<file path="config.mk">
export PLATFORM = sky130hd
export DESIGN_NAME = sorteio_papeis
export DESIGN_NICKNAME = d
export VERILOG_FILES = /design/src/rtl/lobinho_pkg.sv /design/src/rtl/lfsr16.sv /design/src/rtl/sorteio_papeis.sv
export SDC_FILE = /design/constraint.sdc
export NUM_CORES = 1
export LEC_CHECK = 0
export ABC_AREA = 1
export CAP_MARGIN = 15
export CORE_ASPECT_RATIO = 0.6
export CORE_UTILIZATION = 35
export DETAILED_ROUTE_END_ITERATION = 12
export SLEW_MARGIN = 10
export SYNTH_ARGS = -nofsm -noshare
export SYNTH_HDL_FRONTEND = slang
export SYNTH_SLANG_ARGS = --single-unit
</file>
<file path="constraint.sdc">
create_clock -name clock -period 2.7 [get_ports clock]
set_input_delay 0.27 -clock clock [delete_from_list [all_inputs] [get_ports clock]]
set_output_delay 0.27 -clock clock [all_outputs]
set_load 0.03 [all_outputs]
</file>
<file path="src/rtl/lobinho_pkg.sv">
// Shared encodings for the role draw: player roles, draw FSM codes and LFSR constants.
package lobinho_pkg;

  typedef enum logic [1:0] {
    ALDEAO  = 2'd0,
    LOBO    = 2'd1,
    VIDENTE = 2'd2
  } papel_t;

  typedef enum logic [2:0] {
    OCIOSO  = 3'd0,
    CARREGA = 3'd1,
    SORTEIA = 3'd2,
    TROCA   = 3'd3,
    PRONTO  = 3'd4
  } estado_t;

  localparam logic [15:0] LFSR_DEFAULT = 16'hACE1;

  // Fibonacci taps 16,14,13,11 expressed as zero-based bit positions
  localparam int LFSR_TAP_A = 15;
  localparam int LFSR_TAP_B = 13;
  localparam int LFSR_TAP_C = 12;
  localparam int LFSR_TAP_D = 10;

  function automatic logic lfsr_feedback(input logic [15:0] v);
    return v[LFSR_TAP_A] ^ v[LFSR_TAP_B] ^ v[LFSR_TAP_C] ^ v[LFSR_TAP_D];
  endfunction

endpackage

</file>
<file path="src/rtl/lfsr16.sv">
// 16-bit Fibonacci LFSR with synchronous clear and load; shifts left, feedback into bit 0.
// q exposes only the low W_Q bits the parent actually consumes.
module lfsr16
  import lobinho_pkg::*;
#(
  parameter int W_Q = 16
) (
  input  logic            clock,
  input  logic            reset,
  input  logic            clear,
  input  logic            enable,
  input  logic            load,
  input  logic [15:0]     load_value,
  output logic [W_Q-1:0]  q
);

  logic [15:0] estado_lfsr;

  always_ff @(posedge clock or negedge reset) begin
    if (!reset) begin
      estado_lfsr <= LFSR_DEFAULT;
    end else if (clear) begin
      estado_lfsr <= LFSR_DEFAULT;
    end else if (load) begin
      estado_lfsr <= load_value;
    end else if (enable) begin
      estado_lfsr <= {estado_lfsr[14:0], lfsr_feedback(estado_lfsr)};
    end
  end

  assign q = estado_lfsr[W_Q-1:0];

endmodule

</file>
<file path="src/rtl/sorteio_papeis.sv">
// Role draw: latches a seed, then Fisher-Yates shuffles LOBO/VIDENTE/ALDEAO over the player slots.
// Optional SORTEIO_DEBUG_EN adds db_lfsr and db_tentativas (saturating rejection count per draw).
module sorteio_papeis
  import lobinho_pkg::*;
#(
  parameter int N_JOGADORES = 8,
  parameter int N_LOBOS     = 2,
  parameter int N_VIDENTES  = 1,
  parameter int W_SEED      = 16,
  parameter int W_IDX       = $clog2(N_JOGADORES)
) (
  input  logic              clock,
  input  logic              reset,
  input  logic              rst_global,
  input  logic              e_seed_reg,
  input  logic [W_SEED-1:0] seed_in,
  input  logic              inicia,
  input  logic [W_IDX-1:0]  idx_jogador,
  output logic [1:0]        papel,
  output logic              ocupado,
  output logic              pronto,
  output logic              fim_sorteio,
  output logic [2:0]        db_estado
`ifdef SORTEIO_DEBUG_EN
  ,
  output logic [15:0]       db_lfsr,
  output logic [7:0]        db_tentativas
`endif
);

`ifdef SORTEIO_DEBUG_EN
  localparam int W_LFSR_Q = 16;
`else
  localparam int W_LFSR_Q = W_IDX;
`endif

  estado_t              estado, estado_nxt;
  papel_t               roles [N_JOGADORES];
  logic [W_IDX-1:0]     i, j;
  logic [W_LFSR_Q-1:0]  lfsr_q;
  logic [W_IDX-1:0]     j_cand;
  logic                 aceita;
  logic                 ultimo;
  logic                 lfsr_en, lfsr_ld;
  logic [15:0]          lfsr_ld_val;
  papel_t               role_i, role_j, papel_sel;

  lfsr16 #(.W_Q(W_LFSR_Q)) u_lfsr (
    .clock      (clock),
    .reset      (reset),
    .clear      (rst_global),
    .enable     (lfsr_en),
    .load       (lfsr_ld),
    .load_value (lfsr_ld_val),
    .q          (lfsr_q)
  );

  assign j_cand      = lfsr_q[W_IDX-1:0];
  assign aceita      = (j_cand <= i);
  assign ultimo      = (i == W_IDX'(1));
  assign lfsr_en     = (estado == SORTEIA);
  assign lfsr_ld     = e_seed_reg && ((estado == OCIOSO) || (estado == PRONTO));
  // an all-zero seed would freeze the LFSR
  assign lfsr_ld_val = (seed_in == '0) ? LFSR_DEFAULT : seed_in;

  // Index muxes written as loops so any index width (including out of range) decodes safely
  always_comb begin
    role_i    = ALDEAO;
    role_j    = ALDEAO;
    papel_sel = ALDEAO;
    for (int k = 0; k < N_JOGADORES; k++) begin
      if (i == W_IDX'(k))           role_i    = roles[k];
      if (j == W_IDX'(k))           role_j    = roles[k];
      if (idx_jogador == W_IDX'(k)) papel_sel = roles[k];
    end
  end

  assign papel     = papel_sel;
  assign db_estado = estado;

  always_comb begin
    estado_nxt  = estado;
    ocupado     = 1'b0;
    pronto      = 1'b0;
    fim_sorteio = 1'b0;
    case (estado)
      OCIOSO: begin
        if (inicia) estado_nxt = CARREGA;
      end
      CARREGA: begin
        ocupado    = 1'b1;
        estado_nxt = SORTEIA;
      end
      SORTEIA: begin
        ocupado = 1'b1;
        if (aceita) estado_nxt = TROCA;
      end
      TROCA: begin
        ocupado = 1'b1;
        if (ultimo) begin
          estado_nxt  = PRONTO;
          fim_sorteio = 1'b1;
        end else begin
          estado_nxt = SORTEIA;
        end
      end
      PRONTO: begin
        pronto = 1'b1;
        if (inicia) estado_nxt = CARREGA;
      end
      default: estado_nxt = OCIOSO;
    endcase
  end

  always_ff @(posedge clock or negedge reset) begin
    if (!reset) begin
      estado <= OCIOSO;
      i      <= '0;
      j      <= '0;
      for (int k = 0; k < N_JOGADORES; k++) roles[k] <= ALDEAO;
    end else if (rst_global) begin
      estado <= OCIOSO;
      i      <= '0;
      j      <= '0;
      for (int k = 0; k < N_JOGADORES; k++) roles[k] <= ALDEAO;
    end else begin
      estado <= estado_nxt;
      case (estado)
        CARREGA: begin
          i <= W_IDX'(N_JOGADORES - 1);
          for (int k = 0; k < N_JOGADORES; k++) begin
            roles[k] <= (k < N_LOBOS) ? LOBO :
                        (k < N_LOBOS + N_VIDENTES) ? VIDENTE : ALDEAO;
          end
        end
        SORTEIA: begin
          if (aceita) j <= j_cand;
        end
        TROCA: begin
          for (int k = 0; k < N_JOGADORES; k++) begin
            if (i == W_IDX'(k))      roles[k] <= role_j;
            else if (j == W_IDX'(k)) roles[k] <= role_i;
          end
          if (!ultimo) i <= i - W_IDX'(1);
        end
        default: ;
      endcase
    end
  end

`ifdef SORTEIO_DEBUG_EN
  logic [7:0] tentativas;

  always_ff @(posedge clock or negedge reset) begin
    if (!reset) begin
      tentativas <= '0;
    end else if (rst_global || (estado == CARREGA)) begin
      tentativas <= '0;
    end else if ((estado == SORTEIA) && !aceita && (tentativas != 8'hFF)) begin
      tentativas <= tentativas + 8'd1;
    end
  end

  assign db_lfsr       = lfsr_q;
  assign db_tentativas = tentativas;
`endif

endmodule
</file>
==> flow_summary.ini <==
[synthesis]
yosys_most_used_dff = dfrtp_1
synthArstFlopShare_pct = 100
ys_ff_latch = 41
synth.distinct_cells = 41
ys.warnings.count = 0
synth_nets = 444
synth_enable_flop_cells = 0
syn-mean-instance-area_um2 = 7.05
yosysSeqAreaShare_pct = 35.7
post_synth_inst_count = 412
synth_area_um2 = 2910

[place]
routabilityCongestion = 0.925
placed_instance_area_um2 = 3330
post-dp-hpwl_mm = 7.01
portBuffers = 31

[power]
leakage_nw = 1.64
cellPowerDensity_nw_per_um2 = 723
fin_total_pwr_mw = 2.55
power.ir.vdd_worst_v = 0.000376

[timing]
tns_ns = 0
max-slew-margin-rel_pct = 36.6
period_needed_ns = 2.55
slew_violations = 0
max_freq_ghz = 0.392
hold_violations = 0
finalSetupViolCount = 0
worst_pin_slew_ns = 0.951
rsz0062_at_grt = false
clock-skew-final_ns = 0.00708
min_period_over_period_pct = 94.4

[clocking]
post_cts_hold_buffer_count = 0
cts-htree-levels = 2
cts.sink_count = 41
tritoncts_buffer_count = 5
worst_skew_pair.late_latency_ns = 0.29
clockRootBuffer = clkbuf_16
clk_path_buf_depth = 2
cts_setup_buffers = 0
clock_edge_transition_at_the_registers_on_the_reported_setup_and_hold_paths_ns = 0.06
cts_tree = yes

[grt]
grt_pass1_vias = 2684
maximum_number_of_pins_on_one_net_before_global_route_repair = 42
grt.total_usage_pct = 21.8
grt_remaining_overflow = 0
grt_first_pass_wirelength_mm = 14.5
initial_antenna_violation_count = 0

[routing]
average_detailed_routed_wire_length_per_instance_um = 16.2
drt_drc_violations_left = 0
drtAntennaViolNets = 0
routed-via-count = 3019
post_drt_via_cell_ratio = 5.43
drt_pass_1_iters = 5
topRoutingLayerUsed = met4
wl_mm = 8.99
number_of_design_rule_violations_left_by_the_first_detailed_router_iteration = 356
met1_length_mm = 4.71
wl_met2_mm = 3.25
met3_wirelength_um = 977

[layout]
final.fill_count = 808
net_total_in_the_final_layout = 479
final_layout_size_suffix_gt1_share_pct = 12.3
final_area_um2 = 3520
antenna_cells_inserted = 0
area_growth_pct = 21.2
multiInputGateArea_um2 = 1600
area.sequential_um2 = 1040

[floorplan]
core_area_um2 = 7950
floorplan.initialDensity_pct = 36.6
die_x_um = 120
core.rowCount = 25
die-height_um = 72.6
pin_count = 32
floorplan.die_area_um2 = 8680

[setup_path]
critPathBufInv = 2
critical-path-max-stage-delay_ns = 0.72
ff2ff_setup_slack_ns = 0.39
crit_path_max_fanout = 5
crit_path_start_kind = flip-flop
critPathRequiredTime_ns = 2.43
end_kind = output pin
cp_slowest_cell = clkdlybuf4s50_1
crit_type = flip-flop to output pin
critical_path_arrival_ns = 2.28
path_cells = inv_1, ha_1, nand2_2, nor2_1, clkdlybuf4s50_1
path_delay_family = buffers and inverters

[hold_path]
min_path_type = input port to async pin

[outcome]
status = completed

[run]
max-cap-violations = 0
-- flip-flops by register name, indices dropped and copies added, names as in the netlist --
register and flops:
db_estado 3, u_lfsr.estado_lfsr 16, roles 16, i 3
j 3
-- synth_stat cells, drive strengths merged, types with 2 or more instances --
master	n	area [um^2]
nand2	114	458
inv	62	235
nand3	36	180
o21ai	36	180
nor2	34	155
dfrtp	33	826
a21oi	20	104
nor3	12	80.1
dfstp	8	210
ha	8	100
o22ai	7	43.8
nand4	6	37.5
nor4	6	37.5
a31oi	5	43.8
o31ai	4	40.0
a22o	3	26.3
buf	3	27.5
clkbuf	2	7.51
o211ai	2	15.0
o32ai	2	25.0
xnor2	2	17.5
-- routing by layer --
layer	track usage, %	vias to the layer above
met4	3.89	0
met1	35.4	1443
met2	26.1	130
li1	-	1439
met5	0	-
met3	7.66	7
-- stage by stage --
stage               instances  util [%]  worst slack [ns]  hold WS, ns
global placement          548      41.9             0.118        0.469
finish                    556      44.3             0.152        0.134
detailed placement        548      41.9             0.162        0.466
global route              556      44.3            0.0817        0.202
CTS                       556      44.3             0.146        0.164
floorplan                 412         -             0.842      -0.0256
-- worst reg2reg max path, cell delays in order (launching register included) --
cell and delay [ns]:
dfrtp_1 0.40, inv_1 0.16, ha_1 0.32, inv_2 0.05
nor2_2 0.22, nand2_1 0.08, nand3_1 0.11, nand2_1 0.06
nand2_1 0.05, nand2_1 0.05, nand2_1 0.07, nand2_1 0.06
nand2_2 0.14, nand3_1 0.10, nand3_1 0.12, o21ai_0 0.15
-- kinds of logic after synthesis --
kind of cell,after synthesis,synth area share [%]
buffers and inverters,67,9.30
adders and majority gates,8,3.45
DFF,41,35.7
and+or+nand+nor,210,33.1
AOI/OAI and AO/OA,83,17.6
xor gates and xnor gates,3,0.905
-- where the power goes --
group | switching, mW | internal, mW | leakage [nW]
clock | 0.266 | 0.534 | 0.0944
sequential | 0.0972 | 0.740 | 0.523
combinational | 0.607 | 0.304 | 1.02
total | 0.970 | 1.58 | 1.64
-- area by class of cell --
cell class	instances	share of cell area, %
clock buffers	5	3.55
well taps	108	3.84
repair buffers	33	9.17
multi-input cells	304	45.4
flip-flops and latches	41	29.4
inverters	62	6.68
clock inverters	3	1.95
-- final timing paths --
| check | cells after the start | startpoint | end |
|---|---|---|---|
| worst max-delay path | 5 | i[1]$_DFFE_PN0P_ | fim_sorteio |
| worst min-delay path | 1 | reset | u_lfsr.estado_lfsr[14]$_DFFE_PN0P_ |
| worst max register to register | 15 | i[1]$_DFFE_PN0P_ | roles[12]$_DFFE_PN0P_ |
| worst min register to register | 2 | u_lfsr.estado_lfsr[9]$_DFFE_PN0P_ | u_lfsr.estado_lfsr[9]$_DFFE_PN0P_ |
| max in group asynchronous | 1 | reset | i[1]$_DFFE_PN0P_ |
| min in group clock | 2 | u_lfsr.estado_lfsr[9]$_DFFE_PN0P_ | u_lfsr.estado_lfsr[9]$_DFFE_PN0P_ |
-- layout by cell type, fill, tap and decap left out, drive strengths merged, types with 3 or more instances in the layout --
cell type        n
nor3            12
clkbuf           5
inv             63
dfstp            8
nand2          114
o21ai           36
nand4            6
ha               8
a31oi            5
a22o             3
nand3           36
nor4             6
nor2            34
a21oi           20
clkdlybuf4s50   29
o22ai            7
o31ai            4
dfrtp           33
buf              3
-- timing repair --
| item | in CTS | in global routing |
|---|---|---|
| setup endpoints to repair | 0 | 1 |
| resized for setup | 0 | 1 |
| hold endpoints to repair | 0 | 0 |
No activity file was read; power rests on OpenSTA's default activity.
